**config.mk**
```make
export PLATFORM = sky130hd
export DESIGN_NAME = mul_div_unit
export DESIGN_NICKNAME = d
export VERILOG_FILES = /design/src/rtl/mul_div_unit.sv
export SDC_FILE = /design/constraint.sdc
export NUM_CORES = 1
export LEC_CHECK = 0
export ABC_CLOCK_PERIOD_IN_PS = 6100
export CAP_MARGIN = 20
export CELL_PAD_IN_SITES_DETAIL_PLACEMENT = 1
export CELL_PAD_IN_SITES_GLOBAL_PLACEMENT = 1
export CORE_UTILIZATION = 44
export CTS_CLUSTER_SIZE = 16
export DETAILED_ROUTE_END_ITERATION = 8
export PLACE_DENSITY_LB_ADDON = 0.1
export SLEW_MARGIN = 0
export SYNTH_ARGS = -nofsm -noshare
export SYNTH_HDL_FRONTEND = slang
export SYNTH_SLANG_ARGS = --single-unit
```
**constraint.sdc**
```tcl
create_clock -name clk -period 6.1 [get_ports clk]
set_clock_uncertainty 0.1 [all_clocks]
set_input_delay 1.22 -clock clk [delete_from_list [all_inputs] [get_ports clk]]
set_output_delay 1.22 -clock clk [all_outputs]
set_load 0.03 [all_outputs]
```
**src/rtl/mul_div_unit.sv**
```systemverilog
// Iterative 32-bit multiply/divide unit (MULT, MULTU, DIV, DIVU).
// A single shared upper/lower register pair holds the accumulator and
// multiplier while multiplying, and the remainder and dividend/quotient
// while dividing. The unit takes 32 CALC cycles per operation, then
// pulses done for one cycle with the signed-corrected HI/LO result.
module mul_div_unit (
    input  logic        clk,
    input  logic        rst,
    input  logic        start,
    input  logic [1:0]  op,
    input  logic [31:0] A,
    input  logic [31:0] B,
    output logic        busy,
    output logic        done,
    output logic [31:0] HI_out,
    output logic [31:0] LO_out
);

    typedef enum logic [1:0] {IDLE = 2'd0, CALC = 2'd1, DONE = 2'd2} state_t;

    state_t      state_reg, state_next;
    logic [4:0]  count_reg;
    logic        is_div_reg;
    logic        sign_a_reg;     // already qualified by the signed-op flag
    logic        sign_b_reg;
    logic        b_zero_reg;
    logic [31:0] a_raw_reg;      // divide-by-zero returns the dividend as given
    logic [31:0] operand_reg;    // multiplicand magnitude or divisor magnitude
    logic [31:0] upper_reg;      // product high / partial remainder
    logic [31:0] lower_reg;      // multiplier-then-product-low / dividend-then-quotient

    logic        accept;
    logic        last_iter;
    logic        in_signed;
    logic [31:0] a_mag, b_mag;

    logic [32:0] mul_sum;
    logic [32:0] div_shift;
    logic [32:0] div_diff;
    logic [31:0] upper_next, lower_next;
    logic [63:0] product;
    logic [31:0] quot_mag, rem_mag;
    logic [31:0] hi_final, lo_final;

    // MULT and DIV (op[0]==0) are the signed forms.
    assign in_signed = ~op[0];
    assign a_mag     = (in_signed && A[31]) ? (32'd0 - A) : A;
    assign b_mag     = (in_signed && B[31]) ? (32'd0 - B) : B;
    assign accept    = start && (state_reg != CALC);
    assign last_iter = (state_reg == CALC) && (count_reg == 5'd31);

    // State register
    always_ff @(posedge clk) begin
        if (rst) state_reg <= IDLE;
        else     state_reg <= state_next;
    end

    // Next-state logic; start during CALC is simply not looked at
    always_comb begin
        state_next = state_reg;
        case (state_reg)
            IDLE:    if (start) state_next = CALC;
            CALC:    if (count_reg == 5'd31) state_next = DONE;
            DONE:    state_next = start ? CALC : IDLE;
            default: state_next = IDLE;
        endcase
    end

    // Status outputs decoded from the state register
    always_comb begin
        busy = (state_reg == CALC);
        done = (state_reg == DONE);
    end

    // One iteration of shift-add multiply or restoring divide
    always_comb begin
        mul_sum    = {1'b0, upper_reg} + (lower_reg[0] ? {1'b0, operand_reg} : 33'd0);
        div_shift  = {upper_reg, lower_reg[31]};
        div_diff   = div_shift - {1'b0, operand_reg};
        upper_next = mul_sum[32:1];
        lower_next = {mul_sum[0], lower_reg[31:1]};
        if (is_div_reg) begin
            if (div_shift >= {1'b0, operand_reg}) begin
                upper_next = div_diff[31:0];
                lower_next = {lower_reg[30:0], 1'b1};
            end else begin
                upper_next = div_shift[31:0];
                lower_next = {lower_reg[30:0], 1'b0};
            end
        end
    end

    // Sign correction applied to the result of the final iteration
    always_comb begin
        product  = {upper_next, lower_next};
        quot_mag = lower_next;
        rem_mag  = upper_next;
        if (is_div_reg) begin
            if (b_zero_reg) begin
                hi_final = a_raw_reg;
                lo_final = 32'hFFFF_FFFF;
            end else begin
                hi_final = sign_a_reg ? (32'd0 - rem_mag) : rem_mag;
                lo_final = (sign_a_reg ^ sign_b_reg) ? (32'd0 - quot_mag) : quot_mag;
            end
        end else begin
            if (sign_a_reg ^ sign_b_reg) product = 64'd0 - product;
            hi_final = product[63:32];
            lo_final = product[31:0];
        end
    end

    // Operand latch, iteration datapath and result registers
    always_ff @(posedge clk) begin
        if (rst) begin
            count_reg   <= 5'd0;
            is_div_reg  <= 1'b0;
            sign_a_reg  <= 1'b0;
            sign_b_reg  <= 1'b0;
            b_zero_reg  <= 1'b0;
            a_raw_reg   <= 32'd0;
            operand_reg <= 32'd0;
            upper_reg   <= 32'd0;
            lower_reg   <= 32'd0;
            HI_out      <= 32'd0;
            LO_out      <= 32'd0;
        end else if (accept) begin
            count_reg   <= 5'd0;
            is_div_reg  <= op[1];
            sign_a_reg  <= in_signed & A[31];
            sign_b_reg  <= in_signed & B[31];
            b_zero_reg  <= (B == 32'd0);
            a_raw_reg   <= A;
            operand_reg <= op[1] ? b_mag : a_mag;
            upper_reg   <= 32'd0;
            lower_reg   <= op[1] ? a_mag : b_mag;
        end else if (state_reg == CALC) begin
            count_reg <= count_reg + 5'd1;
            upper_reg <= upper_next;
            lower_reg <= lower_next;
            if (last_iter) begin
                HI_out <= hi_final;
                LO_out <= lo_final;
            end
        end
    end

endmodule

```
Word-level counts from Yosys, hierarchy flattened:

Index checks and enable logic that the tools add are counted.

* register bits: 203
* latch bits: 0
* bits in writable memories: 0
* ROM bits: 0
* input bits: 69
* output and inout bits: 66
* memories kept: 0

* $add $sub $neg: 8
* $mul: 0
* divide/modulo/power cells: 0
* order comparisons: 1
* eq/ne operators: 6
* shifts and indexed selects: 0
* mux-type cells: 22
* bitwise gates (word level): 5
* reduce and logical (&&, ||, !) cells: 10

Operators by type and width (number)
* two-way mux 32 bit: 16
* subtractor 1 x 32 -> 32 bit, first input constant: 4
* two-way mux 64 bit: 1
* subtractor 1 x 64 -> 64 bit, first input constant: 1
* adder 32 x 32 -> 33 bit: 1
* >= comparator 33 x 32 -> 1 bit: 1
* zero test 32 bit: 1
* subtractor 32 bit: 1
* one-hot mux 2 bit (3 select lines): 1
* adder 5 x 1 -> 5 bit, second input constant: 1
* == test 5 bit, second input constant: 1
* logical AND 1 bit: 4
* two-way mux 2 bit: 2
* != test 2 x 1 -> 1 bit, second input constant: 2
* AND reduction 3 bit: 1
* AND 1 bit: 2
* == test 2 x 1 -> 1 bit, second input constant: 1
* == test 2 bit, second input constant: 1
* zero test 2 bit: 1
* two-way mux 1 bit: 2
* != test 2 bit, second input constant: 1
* inverter 1 bit: 2
* AND reduction 2 bit: 1
* nonzero test 2 bit: 1
* 2 further kinds: 2

Depth between registers and ports, before layout:

* word-level depth: 7
* gate-level depth with buffers: 23
* mapped depth without buffers: 20

Least setup slack after synthesis:

Ideal clock, no wire load.

* path kind: register to register
* from: register operand_reg[10]
* to: register HI_out[30]
* arrival: 4475 ps
* data required time: 5877 ps
* setup slack: 1402 ps
* stages on the path, launching flop included: 19
* buffers on the path: 3
* clock period less this slack: 4698 ps
* path through: dfxtp_1 > inv_1 > ha_1 > clkbuf_2 > nand4_1 > or3_1 > a211o_1 > nand3_1 > buf_4 > buf_4 > mux2_2 > mux2i_1 > ha_1 > nand2_1 > nor4_2 > nand2_1 > or4_1 > a21oi_1 > o41ai_1

* word-level cells in the longest chain between the ends: 7
* elaborated cells on any way between the ends: 14

RTL lines
* from (decl): RTL line 28 `logic [31:0] operand_reg;`
* from (signal assigned): RTL line 134 `operand_reg <= op[1] ? b_mag : a_mag;`
* two-way mux 32 bit, or another cell as far along: RTL line 77 `mul_sum = {1'b0, upper_reg} + (lower_reg[0] ? {1'b0, operand_reg} : 33'd0);`
* adder 32 x 32 -> 33 bit or two-way mux 32 bit (tied branches): RTL line 77, 83
* two-way mux 32 bit: RTL line 82 `if (is_div_reg) begin`
* subtractor 1 x 32 -> 32 bit: RTL line 103 `hi_final = sign_a_reg ? (32'd0 - rem_mag) : rem_mag;`
* two-way mux 32 bit: RTL line 103
* two-way mux 32 bit: RTL line 99 `if (b_zero_reg) begin`
* two-way mux 32 bit *: RTL line 98 `if (is_div_reg) begin`
* to (signal assigned): RTL line 142 `HI_out <= hi_final;`
* to (decl): RTL line 15 `output logic [31:0] HI_out,`

Every way passes the cells marked *; elsewhere a longest branch is shown, timed or not.
A chain may end at the register's enable or synchronous reset.

Final worst setup path:

* from: register operand_reg[22]
* to: register HI_out[27]

Same word-level chain as after synthesis.

==> impl_results.md <==
- CTS root buf: clkbuf_16
- Dpl hpwl: 65100 µm
- Post-CTS Setup Inserts: 0
- WP data arrival: 6310 ps
- Final setup violation count: 0
- #FFs+latches synth: 203
- Clock Path Buffers: 3
- Pwr Density: 248 nW/µm²
- Share of layout cells above drive strength 1: 7.19%
- Final Max Tran Viols: 0
- Setup WS post-layout: 192 ps
- Fill cells: 4919
- Largest net degree at the start of global routing: 106
- Number of remaining DRC errors: 0
- Routed wire per std cell: 27.7 µm
- Later-pin clock latency in the skew report: 580 ps
- FF-to-FF End: HI_out[27]$_SDFFE_PP0P_
- Final core occ: 52.4%
- Crit path max-delay family: simple AND/OR/NAND/NOR gates
- Count leader, synth: nand2_1
- IO buf count: 134
- Worst-path fanout max: 13
- Antenna violations before repair: 2
- RSZ-0062 raised after global routing: no
- R2R cell count: 15
- WP data required: 6500 ps
- Vias in the first global route: 20200
- Die width: 202 µm
- Routability-driven placement congestion ratio: 1.04
- Worst VDD drop: 0.240 mV
- Post-synthesis sequential area ratio: 23.1%
- Remaining antenna violation count: 0
- Number of H-tree levels: 1
- Commonest cells in the netlist: 300 x nand2_1, 278 x nor2_1, 239 x a21oi_1
- Syn nets: 2584
- Final Critical Period: 5910 ps
- Pre-CTS setup slack: 414 ps
- Post-layout power: 5.07 mW
- Fin nets: 2651
- Post-CTS Resized: 0
- Sequential cell area: 4070 µm²
- Period utilization: 96.9%
- CTS tree: yes
- First DRT Iteration DRCs: 1676
- DIE AREA: 40800 µm²
- Worst-path clk slew: 60 ps
- Nature of the critical path startpoint: register
- Hold depth: 2
- WL final: 84400 µm
- Largest stage delay, worst path: 670 ps
- Num CTS Buffers: 26
- Post-synthesis cell count: 2443
- Crit path depth: 15
- Ys Warns: 0
- Netlist cell types: 105
- Area contributors post-synth: dfxtp_1 23%, a21oi_1 6.8%, nand2_1 6.4%
- Crit path kind: register to register
- Hold Buf Count CTS: 0
- First-pass GRT wire length: 125000 µm
- Critical Path Sink Type: register
- Slew @ Worst Pin: 1100 ps
- Gr usage total: 40.5%
- Status: finished, final reports clean
- Vias per cell: 6.60
- Antenna Cells: 0
- Slowest CP cell: nor3_1
- Syn-to-layout area delta: 16.2%
- Slew margin rel.: 26.3%
- Largest area contributor in the netlist: dfxtp_1
- Max-Cap Viols: 0
- FF-to-FF Start: operand_reg[22]$_SDFFE_PP0P_
- Critical Path End: HI_out[27]$_SDFFE_PP0P_
- Synthesized cell area: 17600 µm²
- Setup tns final: 0 ps
- Leak Pwr: 7.66 nW
- Starting density of the core: 45.1%
- I/O Pins: 135
- Gr ovfl total: 0
- Hold Vio Cnt, Final: 0
- Average size of a mapped cell: 7.20 µm²
- Drt pass-1 iters: 5
- Prevailing post-synth register cell: dfxtp_1
- FMAX: 0.169 GHz
- Via count: 20100
- Async set or reset register ratio after synthesis: 0%
- Reg-to-reg slack, setup: 190 ps
- Num rows: 72
- Post-synth EDFFs: 0
- Crit-path cells: inv_1 > ha_1 > a21oi_1 > o21ai_1 > a21oi_1 > o211a_2 > nand3_1 > buf_4 > a32oi_1 > or3b_1 > nor3_1 > nand4_1 > nor3_1 > mux2_2 > o31ai_1
- Share of the synthesized area in the top cell type: 23.1%
- Core ar.: 39000 µm²
- CTS Sinks: 203
- Die H: 202 µm
- CP Buf/Inv Count: 2
- Hold Crit Class: register to register
- CP Launch Point: operand_reg[22]$_SDFFE_PP0P_
- Multi-input gate area: 12600 µm²
## layer usage
layer	vias to the layer above	wire length, µm	GRT usage (%)
li1	9053	-	-
met5	-	0	0
met2	898	38300	66.2
met1	9848	33000	48.3
met3	308	5970	5.92
met4	0	7170	29.7
## layout make-up
cell class	count	share of cell area [%]
flip-flops and latches	203	19.9
repair buffers	196	8.87
clock inverters	13	1.21
clock buffers	35	3.59
multi-input cells	2000	61.7
inverters	83	1.52
well taps	518	3.17
## metrics by stage
| step | hold slack (ps) | std cells | cell area (µm²) |
|---|---|---|---|
| 2_1_floorplan | 332 | 2443 | 17600 |
| 3_3_place_gp | 341 | 2999 | 19400 |
| 3_5_place_dp | 349 | 2999 | 19400 |
| 4_1_cts | 365 | 3047 | 20400 |
| 5_1_grt | 386 | 3048 | 20400 |
| 6_report | 364 | 3048 | 20400 |
## where the power goes
group	switching, mW	internal, mW	leakage (nW)	total (mW)
clock	0.694	1.10	0.482	1.80
combinational	1.20	0.592	5.52	1.79
sequential	0.0876	1.39	1.66	1.48
## tightest hold or removal path: cells and delay by family (launching register included)
family | cells | cell delay, ps
AOI/OAI and AO/OA | 1 | 60
DFF | 1 | 310
and+or+nand+nor | 1 | 50
## logic make-up after synthesis
family	share of synthesized area [%]
and+or+nand+nor	24.7
AOI/OAI and AO/OA	29.8
buffers and inverters	5.41
DFF	23.1
xor gates and xnor gates	8.02
adders and majority gates	5.21
muxes	3.71
## how the worst min path moves through the flow
stage                                 end  slack [ps]                  startpoint
2_1_floorplan  a_raw_reg[20]$_SDFFE_PP0P_         330  a_raw_reg[20]$_SDFFE_PP0P_
3_3_place_gp      HI_out[21]$_SDFFE_PP0P_         340     HI_out[21]$_SDFFE_PP0P_
3_5_place_dp      LO_out[26]$_SDFFE_PP0P_         350     LO_out[26]$_SDFFE_PP0P_
4_1_cts           LO_out[26]$_SDFFE_PP0P_         360     LO_out[26]$_SDFFE_PP0P_
5_1_grt           LO_out[26]$_SDFFE_PP0P_         390     LO_out[26]$_SDFFE_PP0P_
6_report          HI_out[21]$_SDFFE_PP0P_         360     HI_out[21]$_SDFFE_PP0P_
## layout by cell type, fill, tap and decap left out, drive strengths merged, types with 11 or more instances in the layout
cell type and instances:
a211oi 129, a21boi 11, a21o 24, a21oi 242
a31oi 32, and2 46, and3 14, buf 64
clkbuf 35, clkdlybuf4s50 132, dfxtp 203, ha 70
inv 84, mux2 14, mux2i 49, nand2 300
nand2b 19, nand3 28, nand4 33, nor2 279
nor2b 21, nor3 77, nor4 23, o211ai 40
o21a 15, o21ai 107, o22ai 33, o31ai 32
or3 23, or4 12, xnor2 103, xor2 58
Power figures use the tool's default switching activity.
